[config.mk]
export PLATFORM = sky130hd
export DESIGN_NAME = mem_access_ctrl
export DESIGN_NICKNAME = d
export VERILOG_FILES = /design/src/rtl/mem_access_ctrl_pkg.sv /design/src/rtl/mem_access_ctrl_timeout_cnt.sv /design/src/rtl/mem_access_ctrl.sv
export SDC_FILE = /design/constraint.sdc
export NUM_CORES = 1
export LEC_CHECK = 0
export CORE_UTILIZATION = 25
export DETAILED_ROUTE_END_ITERATION = 7
export PLACE_DENSITY = 0.64
export SETUP_SLACK_MARGIN = 0.1
export SLEW_MARGIN = 30
export SYNTH_ARGS = -nofsm -noshare
export SYNTH_HDL_FRONTEND = slang
export SYNTH_SLANG_ARGS = --single-unit
export TNS_END_PERCENT = 100
[constraint.sdc]
create_clock -name clk -period 2 [get_ports clk]
set_clock_uncertainty 0.1 [all_clocks]
set_input_delay 0.2 -clock clk [delete_from_list [all_inputs] [get_ports clk]]
set_output_delay 0.2 -clock clk [all_outputs]
set_load 0.02 [all_outputs]
[src/rtl/mem_access_ctrl_pkg.sv]
// mem_access_ctrl_pkg
//   Shared definitions for the MEM-stage memory access controller:
//   FSM state encoding, datapath width and the default abort timeout.
package mem_access_ctrl_pkg;

  localparam int DATA_W          = 32;
  localparam int TIMEOUT_DEFAULT = 64;

  typedef enum logic [1:0] {
    IDLE = 2'd0,
    REQ  = 2'd1,
    DONE = 2'd2
  } state_t;

endpackage

[src/rtl/mem_access_ctrl_timeout_cnt.sv]
// mem_timeout_cnt
//   8-bit wait counter for the REQ phase. terminal is high while the current
//   cycle is the LIMIT-th consecutive enabled cycle since the last clear, so a
//   request that is still unacked in that cycle is aborted at its end.
// Ports:
//   clk, rst_n : clock, asynchronous active-low reset
//   clear      : force count to zero (held while not waiting on memory)
//   enable     : count this cycle (waiting and no ack)
//   terminal   : count has reached LIMIT-1
module mem_timeout_cnt #(
  parameter int LIMIT = 64
) (
  input  logic clk,
  input  logic rst_n,
  input  logic clear,
  input  logic enable,
  output logic terminal
);

  logic [7:0] count;

  always_ff @(posedge clk or negedge rst_n) begin
    if (!rst_n) begin
      count <= 8'd0;
    end else if (clear) begin
      count <= 8'd0;
    end else if (enable) begin
      count <= count + 8'd1;
    end
  end

  assign terminal = (count == 8'(LIMIT - 1));

endmodule

[src/rtl/mem_access_ctrl.sv]
// mem_access_ctrl
//   Sequences the MEM stage around a variable-latency data memory with a
//   req/ack handshake. Each load or store seen on the EX/MEM register runs
//   IDLE -> REQ -> DONE; the upstream pipeline is frozen (stall) from the
//   IDLE detect cycle through the last REQ cycle, and released for exactly one
//   cycle in DONE so MEM/WB captures readDataMEM and EX/MEM advances.
//
// Handshake: dmemReq is raised on entry to REQ and held with dmemAddr,
//   dmemWdata and dmemWe stable until a cycle in which dmemAck=1 is sampled
//   on the rising edge; that edge completes the transfer (read data is taken
//   from dmemRdata in the same cycle) and dmemReq drops in DONE. dmemAck is
//   ignored whenever dmemReq is low.
//
// Optional feature (macro MEM_ACCESS_TIMEOUT_EN): abort a request that is not
//   acked within TIMEOUT_CYCLES REQ cycles, load readDataMEM with 0 and set a
//   sticky memError. Without the macro REQ waits indefinitely, memError = 0.
//
// Ports:
//   clk, rst_n       : clock, asynchronous active-low reset
//   memReadMEM       : load in MEM stage
//   memWriteMEM      : store in MEM stage (wins if both are set)
//   aluResultMEM     : effective address
//   regReadData2MEM  : store data
//   dmemAck/Rdata    : memory completion and load data
//   dmemReq/We/Addr/Wdata : memory request side (registered)
//   readDataMEM      : load result to MEM/WB (holds between loads)
//   stall            : freeze PC..EX/MEM, bubble MEM/WB (combinational)
//   memError         : sticky timeout flag
//   dbgState         : current FSM state
module mem_access_ctrl
  import mem_access_ctrl_pkg::*;
#(
  parameter int TIMEOUT_CYCLES = TIMEOUT_DEFAULT
) (
  input  logic              clk,
  input  logic              rst_n,
  input  logic              memReadMEM,
  input  logic              memWriteMEM,
  input  logic [DATA_W-1:0] aluResultMEM,
  input  logic [DATA_W-1:0] regReadData2MEM,
  input  logic              dmemAck,
  input  logic [DATA_W-1:0] dmemRdata,
  output logic              dmemReq,
  output logic              dmemWe,
  output logic [DATA_W-1:0] dmemAddr,
  output logic [DATA_W-1:0] dmemWdata,
  output logic [DATA_W-1:0] readDataMEM,
  output logic              stall,
  output logic              memError,
  output state_t            dbgState
);

  if (TIMEOUT_CYCLES < 1 || TIMEOUT_CYCLES > 255) begin : gBadTimeout
    $error("mem_access_ctrl: TIMEOUT_CYCLES must be in 1..255");
  end

  state_t state;
  logic   access;

  assign access = memReadMEM | memWriteMEM;

`ifdef MEM_ACCESS_TIMEOUT_EN
  logic timeoutHit;

  // Counter is cleared outside REQ, so it restarts on every REQ entry.
  mem_timeout_cnt #(
    .LIMIT (TIMEOUT_CYCLES)
  ) uTimeoutCnt (
    .clk      (clk),
    .rst_n    (rst_n),
    .clear    (state != REQ),
    .enable   ((state == REQ) && !dmemAck),
    .terminal (timeoutHit)
  );
`endif

  always_ff @(posedge clk or negedge rst_n) begin
    if (!rst_n) begin
      state       <= IDLE;
      dmemReq     <= 1'b0;
      dmemWe      <= 1'b0;
      dmemAddr    <= '0;
      dmemWdata   <= '0;
      readDataMEM <= '0;
`ifdef MEM_ACCESS_TIMEOUT_EN
      memError    <= 1'b0;
`endif
    end else begin
      case (state)
        IDLE: begin
          if (access) begin
            dmemAddr  <= aluResultMEM;
            dmemWdata <= regReadData2MEM;
            dmemWe    <= memWriteMEM;
            dmemReq   <= 1'b1;
            state     <= REQ;
          end
        end
        REQ: begin
          // An ack in the timeout cycle takes priority: normal completion.
          if (dmemAck) begin
            if (!dmemWe) begin
              readDataMEM <= dmemRdata;
            end
            dmemReq <= 1'b0;
            state   <= DONE;
          end
`ifdef MEM_ACCESS_TIMEOUT_EN
          else if (timeoutHit) begin
            memError    <= 1'b1;
            readDataMEM <= '0;
            dmemReq     <= 1'b0;
            state       <= DONE;
          end
`endif
        end
        // EX/MEM still shows the finished instruction here; returning to IDLE
        // unconditionally keeps it from being issued a second time.
        DONE:    state <= IDLE;
        default: state <= IDLE;
      endcase
    end
  end

`ifndef MEM_ACCESS_TIMEOUT_EN
  assign memError = 1'b0;
`endif

  assign stall    = ((state == IDLE) && access) || (state == REQ);
  assign dbgState = state;

endmodule

Yosys cells after proc, flatten, opt, wreduce, memory -nomap -nowiden
Index checks and enable logic that the tools add are counted.

storage, ports and cells
  bits in registers = 100
  bits of input ports = 101
  output and inout port bits = 102
  word-level logic and storage cells = 25

operators by class
  equal/unequal tests = 3
  multiplexer cells = 6
  bitwise gates (word level) = 2
  reduce and logical (&&, ||, !) cells = 8

operators by type and width
  cell                                                                    count
  3-bit AND reduction                                                     2
  2-bit two-way mux                                                       2
  2-bit inequality test (second input constant)                           2
  2-bit one-hot mux with 2 select lines                                   1
  2-bit AND reduction                                                     2
  2-bit by 1-bit equality test with 1-bit output (second input constant)  1
  2-bit logical NOT                                                       1
  1-bit two-way mux                                                       2
  1-bit one-hot mux with 2 select lines                                   1
  2-bit nonzero test                                                      1
  1-bit logical AND                                                       1
  1-bit logical OR                                                        1
  1-bit inverter                                                          1
  1-bit bitwise OR                                                        1

Depth between registers and ports, before layout
  depth in word-level cells = 3
  mapped depth = 5
  depth with buffers taken out = 3

Worst setup path before layout
Ideal clock, no wire load.

  path type = register to register
  start = reg state[0], in the netlist dbgState[0]
  end = reg dmemAddr[0]
  library setup time = 0.125 ns
  arrival = 1.450 ns
  data required time = 1.775 ns
  setup slack = 0.325 ns
  stages on the path, launching flop included = 6
  path buffers = 2
  period minus slack after synthesis = 1.675 ns
  cells stage by stage = dfrtp_1 -> nor2_1 -> o21a_1 -> buf_4 -> buf_6 -> mux2_2

between the ends
  longest elaborated chain between the ends = 2

ends and longest elaborated chain
  item                                  line                    source
  from (decl)                           mem_access_ctrl.sv:57   state_t state;
  from (signal assigned)                mem_access_ctrl.sv:79   state <= IDLE;
  from (signal assigned)                mem_access_ctrl.sv:96   state <= REQ;
  from (signal assigned)                mem_access_ctrl.sv:106  state <= DONE;
  2-bit logical NOT                     mem_access_ctrl.sv:89   case (state)
  2-bit AND reduction (no source line)  --
  to (signal assigned)                  mem_access_ctrl.sv:92   dmemAddr <= aluResultMEM;
  to (decl)                             mem_access_ctrl.sv:45   output logic [DATA_W-1:0] dmemAddr,

Every way passes these cells.
A chain may end at the register's enable or synchronous reset.

Worst setup path in the final report
  start = reg state[0], in the netlist dbgState[0]
  end = out stall

between the ends
  longest elaborated chain between the ends = 3
  elaborated cells on any way between the ends = 4
  classes of those cells = 1 x eq/ne; 3 x reduce/logical

ends and longest elaborated chain
  item                  line                    source
  2-bit logical NOT     mem_access_ctrl.sv:129  assign stall = ((state == IDLE) && access) || (state == REQ);
  1-bit logical AND     mem_access_ctrl.sv:129
  1-bit logical OR (*)  mem_access_ctrl.sv:129
  to (decl)             mem_access_ctrl.sv:48   output logic stall,

Every way passes the cells marked *; elsewhere a longest branch is shown, timed or not.

==> results.yml <==
global_routing:
  antenna_found_initial: 0
  grtUsageMet1: 0.1351
  grt_pass1_vias: 2969
  use_met2: 0.2006
  globalRouteOverflowTotal: 0
  grt_use_met3: 0.05528
  grt_usage: 0.1214
  grt.busiest_layer: "met2"
  grt_pass1_wl_microns: 15080
  grt_max_degree: 58
synth:
  syn_avg_cell_area_sq_um: 17.79
  synth_top_family_by_area: "multiplexers"
  synth_nets: 322
  syn_inst: 221
  synth-warning-count: 0
  synthMuxAreaShare: 0.3036
  ys_seq_area_frac: 0.6365
  synth_xor_area_frac: 0
  yosys_register_bits: 100
  yosys.area_share.simple: 0.01305
  synth_compound_area_frac: 0.008275
  synthAdderAreaFrac: 0
  ys_types: 19
  syn_area_sq_um: 3931
layout:
  utilization: 0.4204
  drive_gt1_frac: 0.2708
  most-common-layout-cells: "clkdlybuf4s50_1, dfrtp_1, mux2_2, mux2_4, clkbuf_16"
  final_area_sq_um: 6415
  seq_area_sq_um: 2502
  multi_input_area_sq_um: 1282
  filler_cell_count: 1416
  final_common_cell: "clkdlybuf4s50_1"
  diodes: 0
  area_growth_pct: 63.18
  fin_nets: 528
worst_setup_path:
  worstReg2RegStart: "dbgState[0]"
  timing_worst_setup_path_type: "flip-flop to output pin"
  r2r-end: "dmemWdata[22]"
  crit_family: "flip-flops"
  r2r_cells: 4
  critical_path.slowest_cell: "dfrtp_1"
  required_ns: 1.70
  worst_ep_arrival_time_ns: 1.45
  max_stage_delay_ns: 0.43
  start_kind: "flip-flop"
  r2r_slack_ns: 0.25
  endpoint_kind: "output pin"
  path_max_fanout: 6
  path_buf_inv: 1
  cp_cell_sequence: "nor3_1, nor2_1, dlygate4sd2_1"
sta:
  final.setup.tns_ns: 0
  slew_violations: 0
  setup_violations: 0
  fin_crit_sh: 0.8766
  holdWs_ns: 0.1095
  slew_headroom: 0.6567
  setup_slack_ns: 0.2468
  rsz0062_at_grt: "no"
  hold_violations: 0
  max_freq_mhz: 570.4
  fin_crit_ns: 1.753
  worst_pin_slew_ns: 0.5149
routing:
  post_drt_wl_per_cell_microns: 14.70
  via_per_inst: 4.067
  drtPass1Iterations: 4
  ant_nets: 0
  drc: 0
  vias: 2615
  totalWireLength_microns: 9449
  first_iter_violations: 48
min_path:
  min_path_type: "primary input to async pin"
cts:
  clk_root_buffer_cell: "clkbuf_16"
  htreeDepth: 3
  cts_tree: "yes"
  numClockSinks: 100
  clk_pin_slew_ns: 0.06
  clockBufferDepth: 2
  worstSkewPairLatency_ns: 0.34
  cts_setup_buffers: 0
  cts_buffers: 9
power_and_ir_drop:
  ir_drop_uv: 620.3
  powerDensity_nw_per_um2: 1625
  p_leak_uw: 0.002617
floorplan:
  initial_utilization: 0.2576
  num_rows: 45
  ios: 203
  die_w_microns: 127.4
  fp.dieH_microns: 127.4
  core_area_sq_um: 15260
  design.die.area_sq_um: 16230
run_status:
  status: "complete, no violations"
placed_design:
  place_ws_ns: 0.08275
  port_buffers: 201
  dp_hpwl_microns: 6897
  globalplace.congestion: 0.6814
  postPlaceCellArea_sq_um: 6133
run:
  maxCapViolCount: 0
==> final cells by class <==
| type | instances | area share |
|---|---|---|
| Timing Repair Buffer | 207 | 0.3263 |
| Multi-Input combinational cell | 109 | 0.1999 |
| Sequential cell | 100 | 0.3901 |
| Clock buffer | 13 | 0.03901 |
| Clock inverter | 3 | 0.003511 |
| Tap cell | 211 | 0.04115 |
==> per-layer routing <==
| metal | wire (microns) | share of wire | vias up |
|---|---|---|---|
| met5 | 0 | 0 | - |
| li1 | - | - | 1179 |
| met4 | 182 | 0.019 | 0 |
| met3 | 924 | 0.098 | 15 |
| met2 | 4554 | 0.48 | 129 |
| met1 | 3787 | 0.40 | 1292 |
==> through the flow <==
stage	instances	power (uW)
after floorplan	221	6338
after detailed placement	626	8908
after CTS	643	10620
after global placement	626	8808
final	643	10420
after global routing	643	10990
==> how the worst max path moves through the flow <==
stage                            from         endpoint  slack, ns  depth (start not counted)
final                     dbgState[0]            stall       0.25                          3
after global routing      dbgState[0]    dmemWdata[12]       0.13                          4
after CTS                 dbgState[0]            stall       0.21                          3
after detailed placement      dmemAck  readDataMEM[31]       0.08                          5
after global placement        dmemAck  readDataMEM[31]        0.1                          5
after floorplan           dbgState[0]      dmemAddr[0]       0.33                          5
==> power by group <==
| part | internal (uW) | switching [uW] | total [uW] |
|---|---|---|---|
| clock | 880 | 748 | 1630 |
| combinational | 2950 | 2280 | 5230 |
| sequential | 3030 | 536 | 3560 |
==> cell usage after synthesis (all sizes together) <==
cell | count | area (sq um)
nor2b | 2 | 20.02
nand2b | 1 | 6.260
nor3 | 1 | 5.000
and3b | 1 | 8.760
buf | 12 | 147.6
nand2 | 1 | 3.750
dfrtp | 100 | 2502
o21a | 1 | 7.510
mux2 | 96 | 1194
a211o | 1 | 8.760
a22o | 1 | 8.760
nor2 | 2 | 7.510
a211oi | 1 | 7.510
conb | 1 | 3.750
==> what timing repair did <==
item / in CTS / in global routing
endpoints found under the setup margin: 1 / 0
endpoints found under the hold margin: 100 / 0
hold buffers: 1 / 0
gates resized for setup: 1 / 0
==> registers in the layout, indices dropped and copies added, names as in the netlist <==
signal       count
dmemAddr        32
dmemWdata       32
readDataMEM     32
dbgState         2
dmemReq          1
dmemWe           1
==> cells by family after synthesis <==
logic type | after synthesis
multiplexers | 96
other | 1
flip-flops | 100
AO/OA/AOI/OAI | 4
buffers and inverters | 12
AND/OR/NAND/NOR | 8
No activity file was read; power rests on OpenSTA's default activity.
